**config.mk**
```make
export PLATFORM = sky130hd
export DESIGN_NAME = gray_counter
export DESIGN_NICKNAME = d
export VERILOG_FILES = /design/src/rtl/gray_counter.sv
export SDC_FILE = /design/constraint.sdc
export NUM_CORES = 1
export LEC_CHECK = 0
export BUFFER_PORTS_ARGS = -buffer_cell sky130_fd_sc_hd__buf_2
export CAP_MARGIN = 20
export CORE_AREA = 2 2 39 41
export DETAILED_ROUTE_END_ITERATION = 12
export DIE_AREA = 0 0 41 43
export GPL_TIMING_DRIVEN = 0
export PLACE_DENSITY = 0.68
export SLEW_MARGIN = 20
export SYNTH_ARGS = -nofsm -noshare
export SYNTH_HDL_FRONTEND = slang
export SYNTH_SLANG_ARGS = --single-unit
```
**constraint.sdc**
```tcl
create_clock -name clk -period 2.3 [get_ports clk]
set_input_delay 0.115 -clock clk [delete_from_list [all_inputs] [get_ports clk]]
set_output_delay 0.115 -clock clk [all_outputs]
set_load 0.03 [all_outputs]
```
**src/rtl/gray_counter.sv**
```systemverilog
`default_nettype none
// +----------------------------------------------------------------------+
// | Module  : gray_counter                                               |
// | Brief   : Up/down binary counter with registered Gray-coded output,  |
// |           optional modular wrap or saturation at the count limits.   |
// | Revision: 1.0                                                        |
// +----------------------------------------------------------------------+
module gray_counter #(
  parameter int WIDTH   = 4,
  parameter bit WRAP_EN = 1'b1
) (
  input  logic             clk,
  input  logic             rst,
  input  logic             clr,
  input  logic             load,
  input  logic [WIDTH-1:0] load_val,
  input  logic             en,
  input  logic             up,
  output logic [WIDTH-1:0] gray_out,
  output logic [WIDTH-1:0] bin_out,
  output logic             wrap,
  output logic             sat
);

  localparam logic [WIDTH-1:0] c_one = {{(WIDTH-1){1'b0}}, 1'b1};

  logic [WIDTH-1:0] bin_q, bin_d;
  logic [WIDTH-1:0] gray_q, gray_d;
  logic             wrap_q, wrap_d;
  logic             sat_q, sat_d;
  logic             at_max, at_zero;

  assign at_max  = &bin_q;
  assign at_zero = ~|bin_q;

  always_comb begin
    bin_d  = bin_q;
    wrap_d = 1'b0;
    sat_d  = sat_q;
    if (clr) begin
      bin_d = '0;
      sat_d = 1'b0;
    end else if (load) begin
      bin_d = load_val;
      sat_d = 1'b0;
    end else if (en) begin
      if (up) begin
        if (at_max && !WRAP_EN) begin
          sat_d = 1'b1;
        end else begin
          bin_d  = bin_q + c_one;
          wrap_d = at_max;
          sat_d  = 1'b0;
        end
      end else begin
        if (at_zero && !WRAP_EN) begin
          sat_d = 1'b1;
        end else begin
          bin_d  = bin_q - c_one;
          wrap_d = at_zero;
          sat_d  = 1'b0;
        end
      end
    end
    // Encode from next-state so Gray and binary update on the same edge.
    gray_d = bin_d ^ (bin_d >> 1);
  end

  always_ff @(posedge clk or posedge rst) begin
    if (rst) begin
      bin_q  <= '0;
      gray_q <= '0;
      wrap_q <= 1'b0;
      sat_q  <= 1'b0;
    end else begin
      bin_q  <= bin_d;
      gray_q <= gray_d;
      wrap_q <= wrap_d;
      sat_q  <= sat_d;
    end
  end

  assign bin_out  = bin_q;
  assign gray_out = gray_q;
  assign wrap     = wrap_q;
  assign sat      = sat_q;

endmodule
`default_nettype wire

```
==> impl_metrics.ini, run 1 <==
[floorplanning]
die-area_um2 = 1760
initial_utilization = 0.397
die_h_um = 43
core_um2 = 1380
placementRows = 14
io_pins = 20
die_w_um = 41

[worst_setup_path]
critPathCaptureType = register
rr_endpoint = gray_out[2]$_DFF_PP0_
cp-start-kind = register
path_max_fanout = 7
r2r_start = bin_out[0]$_DFF_PP0_
rr_worst_depth = 6
r2r_slack_ns = 0.31
critPathArrivalTime_ns = 2.13
path_class = register to register
crit_required_ns = 2.44

[clock_network]
cts_buffers = 3
cts_root_buf = clkbuf_4
clk_path_buf_depth = 2
clkSinkCount = 8
cts-resized-gates = 0
cts_setup_buffers = 0
clock_latency_ns = 0.26
htreeDepth = 1
cts_hold_buf = 1
cts_tree = done
path_clk_slew_ns = 0.06

[place]
gp_congestion = 0.739
port_buffers = 18
dpl.hpwl_um = 913

[drt]
wl_um = 1200
drt-initial-drc-count = 10
ant_nets = 0
firstDrtPassIters = 3
vias = 477
drc = 0
post_drt_wl_per_cell_um = 12.9
vias_per_cell = 5.13

[yosys]
synthFlopType = dfrtp_1
synthCells = 55
ys_warn_count = 0
synth_nets = 68
synth_edf_count = 0
ys_ff_latch = 8
syn-cell-area_um2 = 549
synth_cell_types = 35
synth_common_cells = dfrtp_1 (8), inv_1 (7), xnor2_1 (3)
synthArstFlopShare = 1.00
yosys-top-cells-area = dfrtp_1 (36%), inv_1 (4.8%), xnor2_1 (4.8%), ha_1 (4.6%), fa_1 (3.6%)
yosysSeqAreaShare = 0.364
synth.most_common_cell = dfrtp_1
synth_top_area_share = 0.364
synth_top_cell_by_area = dfrtp_1
postSynthAreaPerCell_um2 = 9.99

[global_route]
antenna_found_initial = 0
grt_use_total = 0.165
grt_pass1_wl_um = 1900
grt_pass1_vias = 451
grt_max_degree = 11
overflow = 0

[finish]
drive_gt1_frac = 0.364
seq_area_um2 = 200
area_growth_pct = 26.0
multi_input_area_um2 = 303
num-fill-cells = 141
diodes = 0
nNetsFinal = 92

[min_path]
holdCritPathClass = primary input to register
min_from = clr
min_to = bin_out[3]$_DFF_PP0_
whs_path_depth = 2

[timing]
fin_crit_ns = 1.99
hold_violations = 0
hold_slack_ns = 0.0973
rsz0062_at_grt = no
setup_viol = 0
slew_violations = 0
clock.fmax_ghz = 0.502
fin_skew_ns = 0.00615
fin_crit_sh = 0.866
finalSetupTns_ns = 0

[job]
maxCapViolCount = 0

[outcome]
status = finished, final reports clean

[pwr]
cellPowerDensity_nw_per_um2 = 609
peakVddDrop_v = 0.000210
power_leakage_uw = 0.000371
logic make-up (layout without fill, tap and decap cells):
kind of cell               count (synthesis)  in the layout  share of synthesized area
adders and majority gates                  3              3                     0.0820
other                                      1              1                    0.00683
and+or+nand+nor                           16             16                      0.196
muxes                                      3              3                     0.0638
AOI/OAI and AO/OA                         10             10                      0.139
DFF                                        8              8                      0.364
buffers and inverters                     10             32                     0.0843
xor gates and xnor gates                   4              4                     0.0638
per-stage QoR:
stage | utilization | power, µW | worst slack (ns) | cells | area, µm²
floorplan | - | 270 | 0.308 | 55 | 549
global placement | 0.476 | 309 | 0.376 | 89 | 659
detailed placement | 0.476 | 312 | 0.328 | 89 | 659
CTS | 0.500 | 427 | 0.316 | 93 | 692
global route | 0.500 | 448 | 0.175 | 93 | 692
finish | 0.500 | 421 | 0.309 | 93 | 692
where the power goes:
| group | total [µW] | switching [µW] | internal [µW] |
|---|---|---|---|
| Sequential | 168 | 12.5 | 156 |
| Clock | 111 | 50.7 | 59.9 |
| Combinational | 142 | 86.0 | 56.4 |
registers in the layout, indices dropped and copies added (netlist names):
register,flops
gray_out,3
wrap,1
bin_out,4
cell usage in the layout (no fill, tap or decap):
cell and count:
buf_2 19, dfrtp_1 8, inv_1 7, xnor2_1 3
clkbuf_4 3, mux2i_1 2, nor2_1 2, nand3_1 2
ha_1 2, buf_4 2, nor2b_1 1, and2b_2 1
a211oi_1 1, nor3_1 1, nand2b_1 1, o211ai_1 1
xor2_1 1, a21oi_1 1, and4bb_2 1, nor3b_1 1
o2bb2ai_1 1, a21o_1 1, or4b_1 1, nand3b_1 1
a221o_1 1, a22oi_1 1, a31oi_1 1, o21a_1 1
nand3_2 1, mux2_4 1, and3_1 1, nor4_1 1
nand2_1 1, a2111oi_0 1, fa_1 1, conb_1 1
dlygate4sd3_1 1
worst max-delay path by stage:
stage          cells past startpoint                     to                 start  slack, ns
6_report                           6  gray_out[2]$_DFF_PP0_  bin_out[0]$_DFF_PP0_       0.31
5_1_grt                            6  gray_out[2]$_DFF_PP0_  bin_out[0]$_DFF_PP0_       0.17
4_1_cts                            6  gray_out[2]$_DFF_PP0_  bin_out[0]$_DFF_PP0_       0.32
3_5_place_dp                       6  gray_out[2]$_DFF_PP0_  bin_out[0]$_DFF_PP0_       0.33
3_3_place_gp                       6  gray_out[2]$_DFF_PP0_  bin_out[0]$_DFF_PP0_       0.38
2_1_floorplan                      6  gray_out[2]$_DFF_PP0_  bin_out[0]$_DFF_PP0_       0.31
worst max-delay path, stage by stage (launching register included):
cell	delay, ns
dfrtp_1	0.47
inv_1	0.09
fa_1	0.41
xnor2_1	0.15
a211oi_1	0.33
nor3_1	0.14
mux2_4	0.28
area by class of cell:
cell class / count / share of cell area
buffer: 3 / 0.0289
clock buffer: 3 / 0.0325
inverter: 7 / 0.0380
multi-input combinational: 37 / 0.438
sequential: 8 / 0.289
tap: 16 / 0.0289
timing repair buffer: 19 / 0.145
layer usage:
layer  vias to the layer above  share of wire  GRT usage
met5                         -              0          0
met4                         0          0.033      0.140
met3                         4          0.067     0.0157
met2                        17           0.47      0.247
met1                       221           0.43      0.197
li1                        235              -          -
No activity file was read; power rests on OpenSTA's default activity.
==> inputs of run 2 (changes only) <==
Settings changed: CELL_PAD_IN_SITES_DETAIL_PLACEMENT set to 1, CELL_PAD_IN_SITES_GLOBAL_PLACEMENT set to 2, CORE_AREA 2 2 39 41 to unset, CORE_UTILIZATION set to 27, DIE_AREA 0 0 41 43 to unset, PLACE_DENSITY 0.68 to unset, PLACE_DENSITY_LB_ADDON set to 0.1.
==> run 2 against run 1 <==
Compared with the run above:
- clock power is 4% lower
- utilization is 11 points lower
- maximum frequency is 1.4% lower
- clock skew is 0.0055 ns lower
- global-route usage is 2.4 points lower
- worst setup slack worse by 0.028 ns
- critical path depth stayed put
- first-iteration DRC count is 80% lower
- cell count is 9.7% higher
- flip-flop and latch count stayed put
- hold slack worse by 0.0050 ns
- via count is 1.3% higher
- highest routed layer unchanged
==> impl_metrics.ini, run 2 (synthesized netlist as in run 1, its figures left out) <==
[outcome]
status = finished, final reports clean

[drt]
vias_per_cell = 4.74
post_drt_wl_per_cell_um = 12.6
ant_nets = 0
wl_um = 1290
firstDrtPassIters = 2
drc = 0
drt-initial-drc-count = 2
vias = 483

[worst_setup_path]
cp-start-kind = register
path_class = register to register
rr_worst_depth = 6
crit_required_ns = 2.44
critPathArrivalTime_ns = 2.16
r2r_start = bin_out[0]$_DFF_PP0_
r2r_slack_ns = 0.28
rr_endpoint = gray_out[2]$_DFF_PP0_
path_max_fanout = 7
critPathCaptureType = register

[pwr]
power_leakage_uw = 0.000371
peakVddDrop_v = 0.000164
cellPowerDensity_nw_per_um2 = 595

[global_route]
grt_use_total = 0.141
antenna_found_initial = 0
grt_max_degree = 11
grt_pass1_vias = 432
grt_pass1_wl_um = 2020
overflow = 0

[finish]
area_growth_pct = 28.0
seq_area_um2 = 200
num-fill-cells = 226
diodes = 0
drive_gt1_frac = 0.364
multi_input_area_um2 = 303
nNetsFinal = 92
layout_commonest_cell = buf_2
final_cell_mix = buf_2 (19), dfrtp_1 (8), inv_1 (7)
largest_register_ffs = 4

[timing]
fin_crit_sh = 0.878
finalSetupTns_ns = 0
clock.fmax_ghz = 0.495
hold_slack_ns = 0.0923
rsz0062_at_grt = no
setup_slack_ns = 0.281
slew_violations = 0
fin_skew_ns = 0.000626
fin_crit_ns = 2.02
hold_violations = 0
setup_viol = 0

[floorplanning]
core_um2 = 1820
die_h_um = 47.1
io_pins = 20
die_w_um = 47.1
die-area_um2 = 2220
initial_utilization = 0.302
placementRows = 15

[job]
maxCapViolCount = 0

[min_path]
min_to = bin_out[3]$_DFF_PP0_
holdCritPathClass = primary input to register
min_from = clr
whs_path_depth = 2

[place]
post-place-ws_ns = 0.270
gp_congestion = 0.675
dpl.hpwl_um = 1060
port_buffers = 18

[clock_network]
clock_latency_ns = 0.25
htreeDepth = 1
cts_hold_buf = 1
cts_buffers = 3
cts_root_buf = clkbuf_4
clk_path_buf_depth = 2
cts_tree = done
clkSinkCount = 8
cts-resized-gates = 0
path_clk_slew_ns = 0.05
cts_setup_buffers = 0
-- run 2: cell counts in the layout (fill, tap and decap cells not counted) --
No cell type changed its count.
-- run 2: worst max-delay path: stages (launching register included) --
cell      delay, ns
dfrtp_1        0.50
inv_1          0.10
fa_1           0.42
xnor2_1        0.14
a211oi_1       0.32
nor3_1         0.15
mux2_4         0.28
-- run 2: power by group --
part | switching (µW) | internal [µW] | leakage, µW
Clock | 47.5 | 59.7 | 0.0000138
Sequential | 13.3 | 156 | 0.000103
Combinational | 85.9 | 56.6 | 0.000254
Total | 147 | 272 | 0.000371
-- run 2: final cells by class --
type,count,share of cell area
multi-input cells,37,0.431
flip-flops and latches,8,0.285
repair buffers,19,0.142
well taps,25,0.0445
inverters,7,0.0374
clock buffers,3,0.0320
plain buffers,3,0.0285
-- run 2: worst max path at each step --
| stage | startpoint | end | slack [ns] | cells past startpoint |
|---|---|---|---|---|
| floorplan | bin_out[0]$_DFF_PP0_ | gray_out[2]$_DFF_PP0_ | 0.31 | 6 |
| global placement | bin_out[0]$_DFF_PP0_ | gray_out[2]$_DFF_PP0_ | 0.28 | 6 |
| detailed placement | bin_out[0]$_DFF_PP0_ | gray_out[2]$_DFF_PP0_ | 0.27 | 6 |
| CTS | bin_out[0]$_DFF_PP0_ | gray_out[2]$_DFF_PP0_ | 0.27 | 6 |
| global route | bin_out[0]$_DFF_PP0_ | gray_out[2]$_DFF_PP0_ | 0.13 | 6 |
| finish | bin_out[0]$_DFF_PP0_ | gray_out[2]$_DFF_PP0_ | 0.28 | 6 |
-- run 2: through the flow --
stage	std cells	cell area (µm²)	power, µW	util
after floorplan	55	549	270	-
after global placement	98	671	313	0.368
after detailed placement	98	671	315	0.368
after CTS	102	703	424	0.386
after global routing	102	703	443	0.386
final	102	703	419	0.386
-- run 2: routing by layer --
metal,vias up,share of wire,GRT usage
met5,-,0,0
met4,0,0.020,0.0686
met3,4,0.054,0.0346
met2,17,0.45,0.206
met1,226,0.47,0.195
li1,236,-,-
